File: config.mk
export PLATFORM = sky130hd
export DESIGN_NAME = mem_port_arbiter_flat
export DESIGN_NICKNAME = d
export VERILOG_FILES = /design/src/rtl/mem_port_arbiter_pkg.sv /design/src/rtl/mem_port_arbiter_if.sv /design/src/rtl/mem_port_arbiter.sv /design/src/flat_wrapper.sv
export SDC_FILE = /design/constraint.sdc
export NUM_CORES = 1
export LEC_CHECK = 0
export ABC_AREA = 1
export BUFFER_PORTS_ARGS = -buffer_cell sky130_fd_sc_hd__buf_2
export CAP_MARGIN = 20
export CELL_PAD_IN_SITES_DETAIL_PLACEMENT = 1
export CELL_PAD_IN_SITES_GLOBAL_PLACEMENT = 2
export CORE_ASPECT_RATIO = 0.75
export CORE_MARGIN = 2
export CORE_UTILIZATION = 27
export CTS_BUF_LIST = sky130_fd_sc_hd__clkbuf_16
export CTS_CLUSTER_DIAMETER = 30
export CTS_CLUSTER_SIZE = 8
export DETAILED_ROUTE_END_ITERATION = 12
export PLACE_DENSITY_LB_ADDON = 0.05
export SYNTH_ARGS = -nofsm -noshare
export SYNTH_HDL_FRONTEND = slang
export SYNTH_SLANG_ARGS = --single-unit
export TNS_END_PERCENT = 20
File: constraint.sdc
create_clock -name clk -period 5.8 [get_ports clk]
set_input_delay 1.16 -clock clk [delete_from_list [all_inputs] [get_ports clk]]
set_output_delay 1.16 -clock clk [all_outputs]
set_load 0.005 [all_outputs]
File: src/rtl/mem_port_arbiter_pkg.sv
// Shared types and widths for the instruction/data memory port arbiter.
package mem_port_arbiter_pkg;

  localparam int ADDR_W = 30;
  localparam int DATA_W = 32;
  localparam int BE_W   = DATA_W / 8;

  typedef enum logic [1:0] {IDLE, BUS, RESP} arb_state_t;
  typedef enum logic {OWN_I, OWN_D} owner_t;

  // True when a word address falls inside the decoded memory window.
  function automatic logic addr_ok(input logic [ADDR_W-1:0] addr, input int unsigned words);
    return 64'(addr) < 64'(words);
  endfunction

endpackage

File: src/rtl/mem_port_arbiter_if.sv
// Requester and memory-bus signals of the arbiter, grouped with master (arbiter) and slave (environment) views.
interface mem_port_arbiter_if;
  import mem_port_arbiter_pkg::*;

  logic              i_req;
  logic [ADDR_W-1:0] i_addr;
  logic              i_ack;
  logic [DATA_W-1:0] i_rdata;
  logic              i_err;

  logic              d_req;
  logic [ADDR_W-1:0] d_addr;
  logic              d_we;
  logic [BE_W-1:0]   d_be;
  logic [DATA_W-1:0] d_wd;
  logic              d_inhibit;
  logic              d_ack;
  logic [DATA_W-1:0] d_rdata;
  logic              d_err;

  logic              m_req;
  logic [ADDR_W-1:0] m_addr;
  logic              m_we;
  logic [BE_W-1:0]   m_be;
  logic [DATA_W-1:0] m_wd;
  logic              m_rdy;
  logic [DATA_W-1:0] m_rdata;

  logic              busy;

  modport master (
    input  i_req, i_addr,
    output i_ack, i_rdata, i_err,
    input  d_req, d_addr, d_we, d_be, d_wd, d_inhibit,
    output d_ack, d_rdata, d_err,
    output m_req, m_addr, m_we, m_be, m_wd,
    input  m_rdy, m_rdata,
    output busy
  );

  modport slave (
    output i_req, i_addr,
    input  i_ack, i_rdata, i_err,
    output d_req, d_addr, d_we, d_be, d_wd, d_inhibit,
    input  d_ack, d_rdata, d_err,
    input  m_req, m_addr, m_we, m_be, m_wd,
    output m_rdy, m_rdata,
    input  busy
  );

endinterface

File: src/rtl/mem_port_arbiter.sv
// Shares one single-port memory bus between ifetch and data ports; data has priority
// but ifetch is guaranteed a grant after D_MAX back-to-back data grants.
module mem_port_arbiter
  import mem_port_arbiter_pkg::*;
#(
  parameter int MEM_WORDS = 65536,
  parameter int TIMEOUT   = 255,
  parameter int D_MAX     = 4
) (
  input logic                clk,
  input logic                reset_n,
  mem_port_arbiter_if.master bus
);

  localparam int TCNT_W = 10;
  localparam int DCNT_W = 4;

  arb_state_t        state_q, state_d;
  owner_t            owner_q, owner_d;
  logic [DCNT_W-1:0] dcnt_q, dcnt_d;
  logic [TCNT_W-1:0] tcnt_q, tcnt_d;
  logic              m_req_q, m_req_d;
  logic [ADDR_W-1:0] m_addr_q, m_addr_d;
  logic              m_we_q, m_we_d;
  logic [BE_W-1:0]   m_be_q, m_be_d;
  logic [DATA_W-1:0] m_wd_q, m_wd_d;
  logic [DATA_W-1:0] i_rdata_q, i_rdata_d;
  logic [DATA_W-1:0] d_rdata_q, d_rdata_d;
  logic              err_q, err_d;

  logic              grant_d;
  logic [ADDR_W-1:0] win_addr;
  logic              resp_load;
  logic [DATA_W-1:0] resp_data;

  always_comb begin
    state_d   = state_q;
    owner_d   = owner_q;
    dcnt_d    = dcnt_q;
    tcnt_d    = tcnt_q;
    m_req_d   = m_req_q;
    m_addr_d  = m_addr_q;
    m_we_d    = m_we_q;
    m_be_d    = m_be_q;
    m_wd_d    = m_wd_q;
    i_rdata_d = i_rdata_q;
    d_rdata_d = d_rdata_q;
    err_d     = err_q;
    resp_load = 1'b0;
    resp_data = '0;

    grant_d  = bus.d_req && (!bus.i_req || dcnt_q != DCNT_W'(D_MAX));
    win_addr = grant_d ? bus.d_addr : bus.i_addr;

    case (state_q)
      IDLE: begin
        if (bus.i_req || bus.d_req) begin
          owner_d  = grant_d ? OWN_D : OWN_I;
          m_addr_d = win_addr;
          m_we_d   = grant_d && bus.d_we;
          m_be_d   = grant_d ? bus.d_be : '1;
          m_wd_d   = grant_d ? bus.d_wd : '0;
          dcnt_d   = (grant_d && bus.i_req) ? dcnt_q + DCNT_W'(1) : '0;
          // Out-of-range and inhibited writes answer without touching the bus.
          if (!addr_ok(win_addr, MEM_WORDS)) begin
            state_d   = RESP;
            err_d     = 1'b1;
            resp_load = 1'b1;
          end else if (grant_d && bus.d_we && bus.d_inhibit) begin
            state_d   = RESP;
            err_d     = 1'b0;
            resp_load = 1'b1;
          end else begin
            state_d = BUS;
            m_req_d = 1'b1;
            tcnt_d  = '0;
          end
        end
      end

      BUS: begin
        if (bus.m_rdy) begin
          state_d   = RESP;
          m_req_d   = 1'b0;
          err_d     = 1'b0;
          resp_load = 1'b1;
          resp_data = m_we_q ? '0 : bus.m_rdata;
        end else if (tcnt_q == TCNT_W'(TIMEOUT - 1)) begin
          state_d   = RESP;
          m_req_d   = 1'b0;
          err_d     = 1'b1;
          resp_load = 1'b1;
        end else begin
          tcnt_d = tcnt_q + TCNT_W'(1);
        end
      end

      RESP: begin
        state_d = IDLE;
        m_req_d = 1'b0;
      end

      default: begin
        state_d = IDLE;
        m_req_d = 1'b0;
      end
    endcase

    // Each port keeps its last read data; only the transaction owner's copy updates.
    if (resp_load) begin
      if (owner_d == OWN_D) d_rdata_d = resp_data;
      else                  i_rdata_d = resp_data;
    end
  end

  always_ff @(posedge clk) begin
    if (!reset_n) begin
      state_q   <= IDLE;
      owner_q   <= OWN_I;
      dcnt_q    <= '0;
      tcnt_q    <= '0;
      m_req_q   <= 1'b0;
      m_addr_q  <= '0;
      m_we_q    <= 1'b0;
      m_be_q    <= '0;
      m_wd_q    <= '0;
      i_rdata_q <= '0;
      d_rdata_q <= '0;
      err_q     <= 1'b0;
    end else begin
      state_q   <= state_d;
      owner_q   <= owner_d;
      dcnt_q    <= dcnt_d;
      tcnt_q    <= tcnt_d;
      m_req_q   <= m_req_d;
      m_addr_q  <= m_addr_d;
      m_we_q    <= m_we_d;
      m_be_q    <= m_be_d;
      m_wd_q    <= m_wd_d;
      i_rdata_q <= i_rdata_d;
      d_rdata_q <= d_rdata_d;
      err_q     <= err_d;
    end
  end

  assign bus.i_ack   = (state_q == RESP) && (owner_q == OWN_I);
  assign bus.d_ack   = (state_q == RESP) && (owner_q == OWN_D);
  assign bus.i_err   = bus.i_ack && err_q;
  assign bus.d_err   = bus.d_ack && err_q;
  assign bus.i_rdata = i_rdata_q;
  assign bus.d_rdata = d_rdata_q;
  assign bus.m_req   = m_req_q;
  assign bus.m_addr  = m_addr_q;
  assign bus.m_we    = m_we_q;
  assign bus.m_be    = m_be_q;
  assign bus.m_wd    = m_wd_q;
  assign bus.busy    = (state_q != IDLE);

endmodule

File: src/flat_wrapper.sv
// flat-port wrapper written by rule: the top's interface ports become plain ports
module mem_port_arbiter_flat import mem_port_arbiter_pkg::*;
#(
  parameter int MEM_WORDS = 65536,
  parameter int TIMEOUT   = 255,
  parameter int D_MAX     = 4
)
  (clk, reset_n, bus_i_req, bus_i_addr, bus_i_ack, bus_i_rdata, bus_i_err, bus_d_req, bus_d_addr, bus_d_we, bus_d_be, bus_d_wd, bus_d_inhibit, bus_d_ack, bus_d_rdata, bus_d_err, bus_m_req, bus_m_addr, bus_m_we, bus_m_be, bus_m_wd, bus_m_rdy, bus_m_rdata, bus_busy);
  mem_port_arbiter_if bus_i ();
  input logic clk;
  input logic reset_n;
  input wire logic [$bits(bus_i.i_req)-1:0] bus_i_req;
  input wire logic [$bits(bus_i.i_addr)-1:0] bus_i_addr;
  output wire logic [$bits(bus_i.i_ack)-1:0] bus_i_ack;
  output wire logic [$bits(bus_i.i_rdata)-1:0] bus_i_rdata;
  output wire logic [$bits(bus_i.i_err)-1:0] bus_i_err;
  input wire logic [$bits(bus_i.d_req)-1:0] bus_d_req;
  input wire logic [$bits(bus_i.d_addr)-1:0] bus_d_addr;
  input wire logic [$bits(bus_i.d_we)-1:0] bus_d_we;
  input wire logic [$bits(bus_i.d_be)-1:0] bus_d_be;
  input wire logic [$bits(bus_i.d_wd)-1:0] bus_d_wd;
  input wire logic [$bits(bus_i.d_inhibit)-1:0] bus_d_inhibit;
  output wire logic [$bits(bus_i.d_ack)-1:0] bus_d_ack;
  output wire logic [$bits(bus_i.d_rdata)-1:0] bus_d_rdata;
  output wire logic [$bits(bus_i.d_err)-1:0] bus_d_err;
  output wire logic [$bits(bus_i.m_req)-1:0] bus_m_req;
  output wire logic [$bits(bus_i.m_addr)-1:0] bus_m_addr;
  output wire logic [$bits(bus_i.m_we)-1:0] bus_m_we;
  output wire logic [$bits(bus_i.m_be)-1:0] bus_m_be;
  output wire logic [$bits(bus_i.m_wd)-1:0] bus_m_wd;
  input wire logic [$bits(bus_i.m_rdy)-1:0] bus_m_rdy;
  input wire logic [$bits(bus_i.m_rdata)-1:0] bus_m_rdata;
  output wire logic [$bits(bus_i.busy)-1:0] bus_busy;
  assign bus_i.i_req = bus_i_req;
  assign bus_i.i_addr = bus_i_addr;
  assign bus_i_ack = bus_i.i_ack;
  assign bus_i_rdata = bus_i.i_rdata;
  assign bus_i_err = bus_i.i_err;
  assign bus_i.d_req = bus_d_req;
  assign bus_i.d_addr = bus_d_addr;
  assign bus_i.d_we = bus_d_we;
  assign bus_i.d_be = bus_d_be;
  assign bus_i.d_wd = bus_d_wd;
  assign bus_i.d_inhibit = bus_d_inhibit;
  assign bus_d_ack = bus_i.d_ack;
  assign bus_d_rdata = bus_i.d_rdata;
  assign bus_d_err = bus_i.d_err;
  assign bus_m_req = bus_i.m_req;
  assign bus_m_addr = bus_i.m_addr;
  assign bus_m_we = bus_i.m_we;
  assign bus_m_be = bus_i.m_be;
  assign bus_m_wd = bus_i.m_wd;
  assign bus_i.m_rdy = bus_m_rdy;
  assign bus_i.m_rdata = bus_m_rdata;
  assign bus_busy = bus_i.busy;
  mem_port_arbiter #(.MEM_WORDS(MEM_WORDS), .TIMEOUT(TIMEOUT), .D_MAX(D_MAX)) u_core (.clk(clk), .reset_n(reset_n), .bus(bus_i));
endmodule
# ---- After elaboration in Yosys (flattened, before gate mapping)
# Index checks and enable logic that the tools add are counted.
dict set report op_classes {
  reduce_logical 21
  order_cmp 1
  bitwise_logic 2
  n_mux 40
  n_eq_ne 11
  add_sub_neg 2
}
# cell count
set op_table {}
lappend op_table {{$mux W32} 4}
lappend op_table {{$mux W10} 5}
lappend op_table {{$lt A30 B17 Y1 const B} 1}
lappend op_table {{$mux W30} 1}
lappend op_table {{$pmux W10 S2} 1}
lappend op_table {{$mux W1} 18}
lappend op_table {{$add A10 B1 Y10 const B} 1}
lappend op_table {{$eq A10 B8 Y1 const B} 1}
lappend op_table {{$mux W2} 5}
lappend op_table {{$logic_and A1 B1 Y1} 8}
lappend op_table {{$mux W4} 2}
lappend op_table {{$reduce_and A2 Y1} 4}
lappend op_table {{$reduce_and A4 Y1} 2}
lappend op_table {{$ne A2 B2 Y1 const B} 3}
lappend op_table {{$pmux W1 S2} 3}
lappend op_table {{$reduce_and A6 Y1} 1}
lappend op_table {{$add A4 B1 Y4 const B} 1}
lappend op_table {{$ne A2 B1 Y1 const B} 2}
lappend op_table {{$ne A4 B3 Y1 const B} 1}
lappend op_table {{$pmux W2 S2} 1}
lappend op_table {{$reduce_bool A2 Y1} 2}
lappend op_table {{$ne A3 B2 Y1 const B} 1}
lappend op_table {{$ne A3 B3 Y1 const B} 1}
lappend op_table {{$eq A2 B1 Y1 const B} 1}
lappend op_table {{other kinds (5)} 7}
dict set report totals {
  word_cells 89
  input_bits 135
  regBits 150
}

# ---- Longest topological paths before layout
dict set report depth {
  depth_word 10
  depth_mapped 19
  mapped_depth_nobuf 17
}

# ---- Worst setup path after synthesis
# Ideal clock, no wire load.
dict set report synth_timing {
  path_kind {input-to-reg}
  startpoint {input port bus_i_req}
  endpoint {register u_core.d_rdata_q[15], in the netlist u_core.bus.d_rdata[15]}
  path_stages 16
  path_slack_ns 3.130
  arrival_time_ns 2.557
  setup_time_ns 0.113
  required_time_ns 5.687
  path_cell_list {inv_2 nor2_4 nand2_4 nand2_4 buf_6 nand2_1 nand2_1 nor2_1 nand3_2 nor2_4 nand2_4 nand3_4 buf_6 nand2_1 nand2_1 nor2_1}
}
dict set report synth_between {
  elab_chain_len 10
}
# item line
set synth_rtl {}
lappend synth_rtl {{start: declaration} flat_wrapper.sv:12} ;# input wire logic [$bits(bus_i.i_req)-1:0] bus_i_req;
lappend synth_rtl {{parallel branches: the longest is 9 deep, another holds $lt A30 B17 Y1} n/a}
lappend synth_rtl {{$reduce_and A2 Y1 (no line) *} n/a}
lappend synth_rtl {{end signal: assignment} mem_port_arbiter.sv:141} ;# d_rdata_q <= d_rdata_d;
lappend synth_rtl {{end: declaration} mem_port_arbiter.sv:28} ;# logic [DATA_W-1:0] d_rdata_q, d_rdata_d;
# Mark *: on every way between the ends.
# A chain may end at the register's enable or synchronous reset.

# ---- Worst setup path in the final report
dict set report layout_timing {
  startpoint {input port bus_i_req}
  endpoint {register u_core.i_rdata_q[25], in the netlist u_core.bus.i_rdata[25]}
}
dict set report layout_between {
  elab_chain_len 10
}
# item line
set layout_rtl {}
lappend layout_rtl {{parallel branches: the longest is 9 deep, another holds $lt A30 B17 Y1} n/a}
lappend layout_rtl {{$reduce_and A2 Y1 (no line) *} n/a}
lappend layout_rtl {{end signal: assignment} mem_port_arbiter.sv:140} ;# i_rdata_q <= i_rdata_d;
lappend layout_rtl {{end: declaration} mem_port_arbiter.sv:27} ;# logic [DATA_W-1:0] i_rdata_q, i_rdata_d;
# Marks and branches as above.

==> impl_metrics.env <==
export IMPL_core_mm2=0.0260
export IMPL_cts_resized=0
export IMPL_io_pins=272
export IMPL_vias=7298
export IMPL_gr_total_overflow=0
export IMPL_maxCapViolations=0
export IMPL_portBuffers=271
export IMPL_power_frac_clock_pct=42.9
export IMPL_synth_top_family_by_area="simple AND/OR/NAND/NOR gates"
export IMPL_drt_iter0_markers=246
export IMPL_p_per_area_mw_per_mm2=307
export IMPL_antenna_found_initial=7
export IMPL_clk_pin_slew_ps=60
export IMPL_viasPerCell=4.37
export IMPL_insertion_delay_ps=430
export IMPL_cts_sink_count=150
export IMPL_endpoint_kind="register"
export IMPL_drive_gt1_share_pct=24.3
export IMPL_htreeDepth=4
export IMPL_synthAdderAreaFrac_pct=0.699
export IMPL_tns_ps=0
export IMPL_cts_hold_buffers=0
export IMPL_finalCritPeriodShare_pct=57.4
export IMPL_critPathKind="primary input to register"
export IMPL_path_max_fanout=52
export IMPL_switchingPower_mw=0.798
export IMPL_p_seq_share_pct=40.7
export IMPL_initial_utilization_pct=27.5
export IMPL_mostFrequentLayoutCell="nand2_1"
export IMPL_die_y_um=145
export IMPL_slew_headroom_pct=39.8
export IMPL_grt_total_usage_pct=18.4
export IMPL_grt_pass1_wl_um=40300
export IMPL_clockBufferDepth=2
export IMPL_hp_class="register to register"
export IMPL_status="finished, final reports clean"
export IMPL_cts_made_buffers=17
export IMPL_drt_pass1_iterations=4
export IMPL_synth_xor_area_share_pct=1.10
export IMPL_most_common_layout_cells="298 x nand2_1, 270 x buf_2, 165 x inv_1"
export IMPL_syn_area_mm2=0.00716
export IMPL_synth_avg_cell_area_um2=6.65
export IMPL_ant_nets=0
export IMPL_synth_top_area_share_pct=41.9
export IMPL_crit_path_start_kind="primary input"
export IMPL_synth_compound_area_share_pct=9.84
export IMPL_critPathRequiredTime_ps=6120
export IMPL_grt_max_degree=97
export IMPL_switching_share_pct=27.9
export IMPL_dpl_hpwl_um=17900
export IMPL_synth_largest_area_cell="dfxtp_1"
export IMPL_ys_seq_elements=150
export IMPL_fin_util_pct=35.8
export IMPL_wirelength_um=25100
export IMPL_setup_violations=0
export IMPL_ys_seq_area_share_pct=41.9
export IMPL_period_minus_slack_ps=3330
export IMPL_netlist_instances=1077
export IMPL_rows=51
export IMPL_fp_dieW_um=192
export IMPL_drv_slew=0
export IMPL_skew_ps=9.87
export IMPL_rsz0062_at_grt="false"
export IMPL_die_area_mm2=0.0279
export IMPL_syn_num_nets=1216
export IMPL_finish_net_count=1449
export IMPL_yosys_cell_types_count=31
export IMPL_wire_per_inst_um=15.0
export IMPL_grt_pass1_vias=7590
export IMPL_place_congestion=0.743
export IMPL_areaGrowthSynthToFinish_pct=30.0
export IMPL_timing_fmax_ghz=0.300
export IMPL_leakage_nw=5.13
export IMPL_synth_warnings=0
export IMPL_internal_power_mw=2.06
export IMPL_muxShareOfSynthArea_pct=0
export IMPL_tightest_slew_ps=904
export IMPL_root_buffer="clkbuf_16"
export IMPL_drc=0
export IMPL_hold_violations=0
export IMPL_power_frac_comb_pct=16.4
export IMPL_vdd_drop_max_mv=0.224
export IMPL_cp_arrival_ps=3650
export IMPL_cts_setup_buffers=0
export IMPL_cts_tree="yes"
export IMPL_synthSimpleGateAreaFrac_pct=32.9
export IMPL_nFillCells=3368
export IMPL_ys_top_cells_by_area="dfxtp_1 42%, nand2_1 16%, inv_1 8.6%"
registers in the layout, indices dropped and copies added, names as in the netlist:
| register | cells |
|---|---|
| u_core.bus.m_be | 4 |
| u_core.bus.i_rdata | 32 |
| u_core.bus.m_wd | 32 |
| u_core.tcnt_q | 10 |
| u_core.state_q | 2 |
| u_core.owner_q | 1 |
| u_core.err_q | 1 |
| u_core.bus.d_rdata | 32 |
| u_core.dcnt_q | 4 |
| u_core.bus.m_addr | 30 |
| u_core.bus.m_we | 1 |
| u_core.bus.m_req | 1 |
cells in the mapped netlist:
| master | n |
|---|---|
| a211oi_1 | 1 |
| a21oi_1 | 50 |
| buf_1 | 8 |
| buf_2 | 10 |
| buf_6 | 12 |
| clkbuf_1 | 33 |
| clkinv_1 | 1 |
| dfxtp_1 | 150 |
| ha_1 | 4 |
| inv_1 | 164 |
| inv_2 | 3 |
| nand2_1 | 298 |
| nand2_2 | 1 |
| nand2_4 | 3 |
| nand3_1 | 54 |
| nand3_2 | 1 |
| nand3_4 | 2 |
| nand3b_1 | 7 |
| nand4_1 | 28 |
| nor2_1 | 153 |
| nor2_2 | 1 |
| nor2_4 | 2 |
| nor3_1 | 5 |
| nor3b_1 | 1 |
| nor4_1 | 3 |
| o211ai_1 | 26 |
| o211ai_4 | 1 |
| o21ai_0 | 45 |
| o21ai_1 | 1 |
| xnor2_1 | 1 |
| xor2_1 | 8 |
per-layer routing:
metal  vias to the layer above  wire [µm]  global-route usage (%)
met5                         -         55                       0
li1                       3787          -                       -
met2                       143      11200                    28.5
met3                        21       1880                    7.06
met1                      3339      11700                    23.9
met4                         8        248                    4.69
worst max-delay path, cell delays in order:
cell	delay, ps
buf_2	120
inv_2	80
nor2_4	40
nand2_4	180
nand2_4	290
nand2_1	140
nand2_1	110
nor2_1	210
nand3_2	130
nor2_4	170
nand2_4	200
nand3_4	480
nand2_1	120
nand2_1	100
nor2_1	50
stage by stage:
step           hold WS (ps)  setup WS, ps  cells  power (mW)  instance area (µm²)
4_1_cts                 484          2410   1667        2.91                 9300
3_3_place_gp            471          2060   1635        1.66                 8660
6_report                482          2470   1670        2.86                 9310
2_1_floorplan           462          3130   1077        1.46                 7160
3_5_place_dp            475          1980   1635        1.67                 8660
5_1_grt                 514          2160   1669        3.03                 9310
logic make-up after synthesis:
| family | after synthesis |
|---|---|
| compound gates | 124 |
| buf+inv | 231 |
| fa+ha+maj | 4 |
| flops | 150 |
| simple gates | 559 |
| xor+xnor | 9 |
layout make-up:
class,instances,area (µm²),area share (%)
antenna,3,7.51,0.0807
clock buffer,17,425,4.57
clock inverter,15,210,2.26
inverter,168,631,6.78
multi-input combinational,696,3200,34.3
sequential,150,3000,32.3
tap,344,430,4.62
timing repair buffer,277,1400,15.1
power by group through the flow:
stage	sequential (mW)	combinational, mW	clock (mW)
after floorplan	1.19	0.271	0
after global placement	1.19	0.478	0
after detailed placement	1.19	0.480	0
after CTS	1.17	0.484	1.26
after global routing	1.18	0.547	1.31
final	1.16	0.470	1.23
path summary, 6_finish.rpt:
path / start / to / slack, ps / cells after the start
setup reg to reg: u_core.state_q[0] / u_core.bus.i_rdata[25] / 2550 / 8
hold / removal: u_core.tcnt_q[7] / u_core.tcnt_q[7] / 480 / 2
setup / recovery: bus_i_req / u_core.bus.i_rdata[25] / 2470 / 15
hold reg to reg: u_core.tcnt_q[7] / u_core.tcnt_q[7] / 480 / 2
No activity file was read; power rests on OpenSTA's default activity.
